File: config.mk
export PLATFORM = sky130hd
export DESIGN_NAME = unidade_controle
export DESIGN_NICKNAME = d
export VERILOG_FILES = /design/src/rtl/unidade_controle.sv
export SDC_FILE = /design/constraint.sdc
export NUM_CORES = 1
export LEC_CHECK = 0
export ABC_AREA = 1
export BUFFER_PORTS_ARGS = -buffer_cell sky130_fd_sc_hd__buf_2
export CELL_PAD_IN_SITES_DETAIL_PLACEMENT = 1
export CELL_PAD_IN_SITES_GLOBAL_PLACEMENT = 2
export CORE_MARGIN = 2
export CORE_UTILIZATION = 24
export CTS_BUF_LIST = sky130_fd_sc_hd__clkbuf_2 sky130_fd_sc_hd__clkbuf_4 sky130_fd_sc_hd__clkbuf_8
export CTS_CLUSTER_SIZE = 12
export DETAILED_ROUTE_END_ITERATION = 6
export GPL_TIMING_DRIVEN = 0
export PLACE_DENSITY = 0.8
export SLEW_MARGIN = 20
export SYNTH_ARGS = -nofsm -noshare
export SYNTH_HDL_FRONTEND = slang
export SYNTH_SLANG_ARGS = --single-unit
File: constraint.sdc
create_clock -name clk -period 1.7 [get_ports clk]
set_input_delay 0.085 -clock clk [delete_from_list [all_inputs] [get_ports clk]]
set_output_delay 0.085 -clock clk [all_outputs]
set_load 0.05 [all_outputs]
File: src/rtl/unidade_controle.sv
// Multicycle MIPS-style main control: Moore FSM sequencing fetch/decode/execute
// and driving datapath mux selects and strobes purely from the current state.
module unidade_controle (
  input  logic       clk,
  input  logic       reset,
  input  logic [5:0] opcode,
  output logic [1:0] alu_op,
  output logic       alu_src_a,
  output logic [1:0] alu_src_b,
  output logic       pc_write,
  output logic       pc_write_cond,
  output logic [1:0] pc_source,
  output logic       i_or_d,
  output logic       mem_read,
  output logic       mem_write,
  output logic       ir_write,
  output logic       reg_write,
  output logic       reg_dst,
  output logic       mem_to_reg,
  output logic       illegal_op,
  output logic [3:0] state
);

  localparam logic [5:0] OP_RTYPE = 6'h00;
  localparam logic [5:0] OP_J     = 6'h02;
  localparam logic [5:0] OP_BEQ   = 6'h04;
  localparam logic [5:0] OP_ADDI  = 6'h08;
  localparam logic [5:0] OP_LW    = 6'h23;
  localparam logic [5:0] OP_SW    = 6'h2B;

  typedef enum logic [3:0] {
    S_RESET     = 4'd0,
    S_FETCH     = 4'd1,
    S_DECODE    = 4'd2,
    S_MEM_ADDR  = 4'd3,
    S_MEM_READ  = 4'd4,
    S_LW_WB     = 4'd5,
    S_MEM_WRITE = 4'd6,
    S_R_EXEC    = 4'd7,
    S_R_WB      = 4'd8,
    S_BRANCH    = 4'd9,
    S_JUMP      = 4'd10,
    S_ADDI_EXEC = 4'd11,
    S_ADDI_WB   = 4'd12,
    S_ILLEGAL   = 4'd13
  } state_t;

  typedef struct packed {
    logic [1:0] alu_op;
    logic       alu_src_a;
    logic [1:0] alu_src_b;
    logic       pc_write;
    logic       pc_write_cond;
    logic [1:0] pc_source;
    logic       i_or_d;
    logic       mem_read;
    logic       mem_write;
    logic       ir_write;
    logic       reg_write;
    logic       reg_dst;
    logic       mem_to_reg;
    logic       illegal_op;
  } ctrl_t;

  state_t     state_q, state_d;
  logic [5:0] opcode_q;
  ctrl_t      ctrl;

  always_ff @(posedge clk or posedge reset) begin
    if (reset) begin
      state_q  <= S_RESET;
      opcode_q <= '0;
    end else begin
      state_q <= state_d;
      // MEM_ADDR must branch on the decoded instruction, not whatever the IR
      // bus shows later.
      if (state_q == S_DECODE) opcode_q <= opcode;
    end
  end

  always_comb begin
    state_d = S_FETCH;
    unique case (state_q)
      S_RESET:  state_d = S_FETCH;
      S_FETCH:  state_d = S_DECODE;
      S_DECODE: begin
        case (opcode)
          OP_RTYPE:      state_d = S_R_EXEC;
          OP_LW, OP_SW:  state_d = S_MEM_ADDR;
          OP_BEQ:        state_d = S_BRANCH;
          OP_J:          state_d = S_JUMP;
          OP_ADDI:       state_d = S_ADDI_EXEC;
          default:       state_d = S_ILLEGAL;
        endcase
      end
      S_MEM_ADDR:  state_d = (opcode_q == OP_LW) ? S_MEM_READ : S_MEM_WRITE;
      S_MEM_READ:  state_d = S_LW_WB;
      S_R_EXEC:    state_d = S_R_WB;
      S_ADDI_EXEC: state_d = S_ADDI_WB;
      default:     state_d = S_FETCH;
    endcase
  end

  always_comb begin
    ctrl = '0;
    case (state_q)
      S_FETCH: begin
        ctrl.mem_read  = 1'b1;
        ctrl.ir_write  = 1'b1;
        ctrl.alu_src_b = 2'b01;
        ctrl.pc_write  = 1'b1;
      end
      S_DECODE: ctrl.alu_src_b = 2'b11;
      S_MEM_ADDR, S_ADDI_EXEC: begin
        ctrl.alu_src_a = 1'b1;
        ctrl.alu_src_b = 2'b10;
      end
      S_MEM_READ: begin
        ctrl.mem_read = 1'b1;
        ctrl.i_or_d   = 1'b1;
      end
      S_LW_WB: begin
        ctrl.reg_write  = 1'b1;
        ctrl.mem_to_reg = 1'b1;
      end
      S_MEM_WRITE: begin
        ctrl.mem_write = 1'b1;
        ctrl.i_or_d    = 1'b1;
      end
      S_R_EXEC: begin
        ctrl.alu_src_a = 1'b1;
        ctrl.alu_op    = 2'b10;
      end
      S_R_WB: begin
        ctrl.reg_write = 1'b1;
        ctrl.reg_dst   = 1'b1;
      end
      S_BRANCH: begin
        ctrl.alu_src_a     = 1'b1;
        ctrl.alu_op        = 2'b01;
        ctrl.pc_write_cond = 1'b1;
        ctrl.pc_source     = 2'b01;
      end
      S_JUMP: begin
        ctrl.pc_write  = 1'b1;
        ctrl.pc_source = 2'b10;
      end
      S_ADDI_WB:  ctrl.reg_write  = 1'b1;
      S_ILLEGAL:  ctrl.illegal_op = 1'b1;
      default:    ctrl = '0;
    endcase
  end

  assign alu_op        = ctrl.alu_op;
  assign alu_src_a     = ctrl.alu_src_a;
  assign alu_src_b     = ctrl.alu_src_b;
  assign pc_write      = ctrl.pc_write;
  assign pc_write_cond = ctrl.pc_write_cond;
  assign pc_source     = ctrl.pc_source;
  assign i_or_d        = ctrl.i_or_d;
  assign mem_read      = ctrl.mem_read;
  assign mem_write     = ctrl.mem_write;
  assign ir_write      = ctrl.ir_write;
  assign reg_write     = ctrl.reg_write;
  assign reg_dst       = ctrl.reg_dst;
  assign mem_to_reg    = ctrl.mem_to_reg;
  assign illegal_op    = ctrl.illegal_op;
  assign state         = state_q;

endmodule
==> out/qor.yml <==
sta:
  final_max_slew_viol_count: 0
  slew_headroom: 0.7471
  fin_crit_ns: 1.606
  fmax_ghz: 0.6226
  fin_skew_ns: 0.003872
  finalSetupTns_ns: 0
  setup_viol: 0
  finalHoldViolCount: 0
  period_share: 0.9449
  worstMarginPinSlew_ns: 0.3789
synthesis:
  syn_nets: 108
  ys_seq_elements: 10
  synth_top_area_share: 0.3670
  synth_area_leaders: "dfrtp_1 37%, nor2_1 14%, nand2_1 13%"
  postSynthAreaPerCell_sq_um: 6.819
  yosysTopAreaCell: "dfrtp_1"
  yosysWarnings: 0
  ys_seq_area_frac: 0.3670
  synth.cell_area_sq_um: 681.9
  postSynthCellCount: 100
  ys_types: 16
placement:
  port_buffers: 28
  routabilityCongestion: 0.6816
  place_area_sq_um: 898.4
  dp_hpwl_um: 1506
cts:
  cts_tree: "built"
  cts_sinks: 10
  clk_pin_slew_worst_paths_ns: 0.07
  htreeDepth: 1
  cts_buffers: 3
  clk_path_buf_depth: 2
  cts-root-buf: "clkbuf_4"
  clock_latency_ns: 0.26
pwr:
  p_per_area_mw_per_mm2: 2344
  leakagePower_uw: 0.0005441
  switching_share: 0.5939
  vdd_ir_drop_max_uv: 1256
  power_frac_comb: 0.713
  p_switching_uw: 1353
  seqPwrFrac: 0.194
  clock_power_share: 0.093
  internal_power_uw: 925.3
  p_total_uw: 2278
finish:
  regArea_sq_um: 252.7
  layout-drive-gt1-share: 0.4370
  final_cell_mix: "26 x buf_2, 23 x nand2_1, 22 x nor2_1"
  nets: 144
  syn_to_final_growth_pct: 42.57
  design_area_sq_um: 972.2
  n_fill_cell: 348
  final_common_cell: "buf_2"
  multiInputGateArea_sq_um: 376.6
  n_antenna_cell: 0
worst_setup_path:
  crit_top_cell: "buf_6"
  critPathRequiredTime_ns: 1.62
  cp_top_family: "buffers and inverters"
  cp_slowest_stage_delay_ns: 0.40
  path_buf_inv: 5
  path_cells: "buf_6 > nor2_4 > inv_2 > nor2_4 > inv_2 > buf_6 > o21ai_2 > buf_6"
  cp-start-kind: "flip-flop"
  crit_arrival_ns: 1.52
  path_class: "flip-flop to output port"
  slowest_stage: "dfrtp_1"
  cp_max_fo: 10
  end_kind: "output port"
detailed_routing:
  drt-total-wl_um: 1913
  wl_per_cell_um: 11.52
  antenna_left: 0
  drt_iter0_markers: 13
  vias: 743
  viasPerCell: 4.476
  drc_errors: 0
  drt_pass1_iterations: 4
floorplanning:
  die_h_um: 57.31
  row_count: 19
  ioPinCount: 29
  die_area_sq_mm: 0.003284
  initial_utilization: 0.2494
  die_w_um: 57.31
  core_sq_mm: 0.002734
global_routing:
  grt_pass1_wl_um: 3249
  track_usage: 0.1272
  grt_pass1_vias: 740
  overflow: 0
  antenna_found_initial: 0
  grt_max_degree: 11
status:
  status: "complete, no violations"
flow_run:
  cap_violations: 0
hold_path:
  hold_class: "input pin to flip-flop"
## registers in the layout, summed over array words and instances, names as in the netlist
signal	count
opcode_q	6
state	4
## repair_timing
item / CTS / global route
setup endpoints to repair: 1 / 5
buffers inserted: 1 / 1
pin swaps: 1 / 2
hold buffers: 1 / 0
gates resized for setup: 1 / 5
endpoints found under the hold margin: 10 / 0
## synth_stat cells (all sizes together)
library cell / count
nor2: 27
nand2: 24
inv: 15
o21ai: 11
dfrtp: 10
buf: 4
nand3: 4
a22o: 1
a31oi: 1
nand4: 1
nor3b: 1
o22ai: 1
## layer usage
layer  GRT usage  vias up  routed length [um]
li1            -      378                   -
met1      0.1638      352                 890
met2      0.2135        9                 946
met3    0.006803        4                  29
met4     0.06977        0                  45
met5           0        -                   0
## stage by stage
stage	cells	utilization	setup slack, ns	hold WS (ns)
final	166	0.3556	0.09375	0.06492
after global routing	166	0.3556	-0.002603	0.07901
after CTS	165	0.3492	0.009510	0.06406
after detailed placement	159	0.3286	0.1473	0.07693
after global placement	159	0.3286	0.1634	0.07401
after floorplan	100	-	-0.03968	-0.07489
## worst paths after layout
| path | startpoint | to | slack (ns) | cells past startpoint |
|---|---|---|---|---|
| worst max-delay path | state[2] | alu_src_b[1] | 0.09 | 8 |
| worst min-delay path | opcode[4] | opcode_q[4] | 0.06 | 3 |
| worst max register to register | state[2] | opcode_q[1] | 0.45 | 8 |
| worst min register to register | opcode_q[4] | opcode_q[4] | 0.48 | 2 |
| max in group asynchronous | reset | state[0] | 1.08 | 3 |
| min in group asynchronous | reset | opcode_q[3] | 0.33 | 3 |
## worst reg2reg max path, stage by stage (launching register included)
cell	delay, ns
dfrtp_1	0.40
buf_6	0.14
nor2_4	0.12
inv_2	0.07
nor2_4	0.10
inv_2	0.05
buf_6	0.14
nand2_1	0.07
o21ai_2	0.05
## power by group through the flow
stage	Sequential [uW]	Clock [uW]	Combinational (uW)
after floorplan	561	0	1120
after global placement	441	0	1540
after detailed placement	443	0	1550
after CTS	439	217	1580
after global routing	463	234	1740
final	442	212	1620
## kinds of logic (layout without fill, tap and decap cells)
group,Yosys count,count (layout),share of synthesized area
AND/OR/NAND/NOR,57,57,0.3523
AO/OA/AOI/OAI,14,14,0.1431
buffers and inverters,19,54,0.1376
flip-flops,10,10,0.3670
## layout make-up
type | instances | share of cell area
Clock buffer | 4 | 0.03732
Multi-Input combinational cell | 71 | 0.3874
Tap cell | 31 | 0.03990
Timing Repair Buffer | 31 | 0.1789
Buffer | 4 | 0.03861
Sequential cell | 10 | 0.2600
Inverter | 15 | 0.05792
Power figures use the tool's default switching activity.
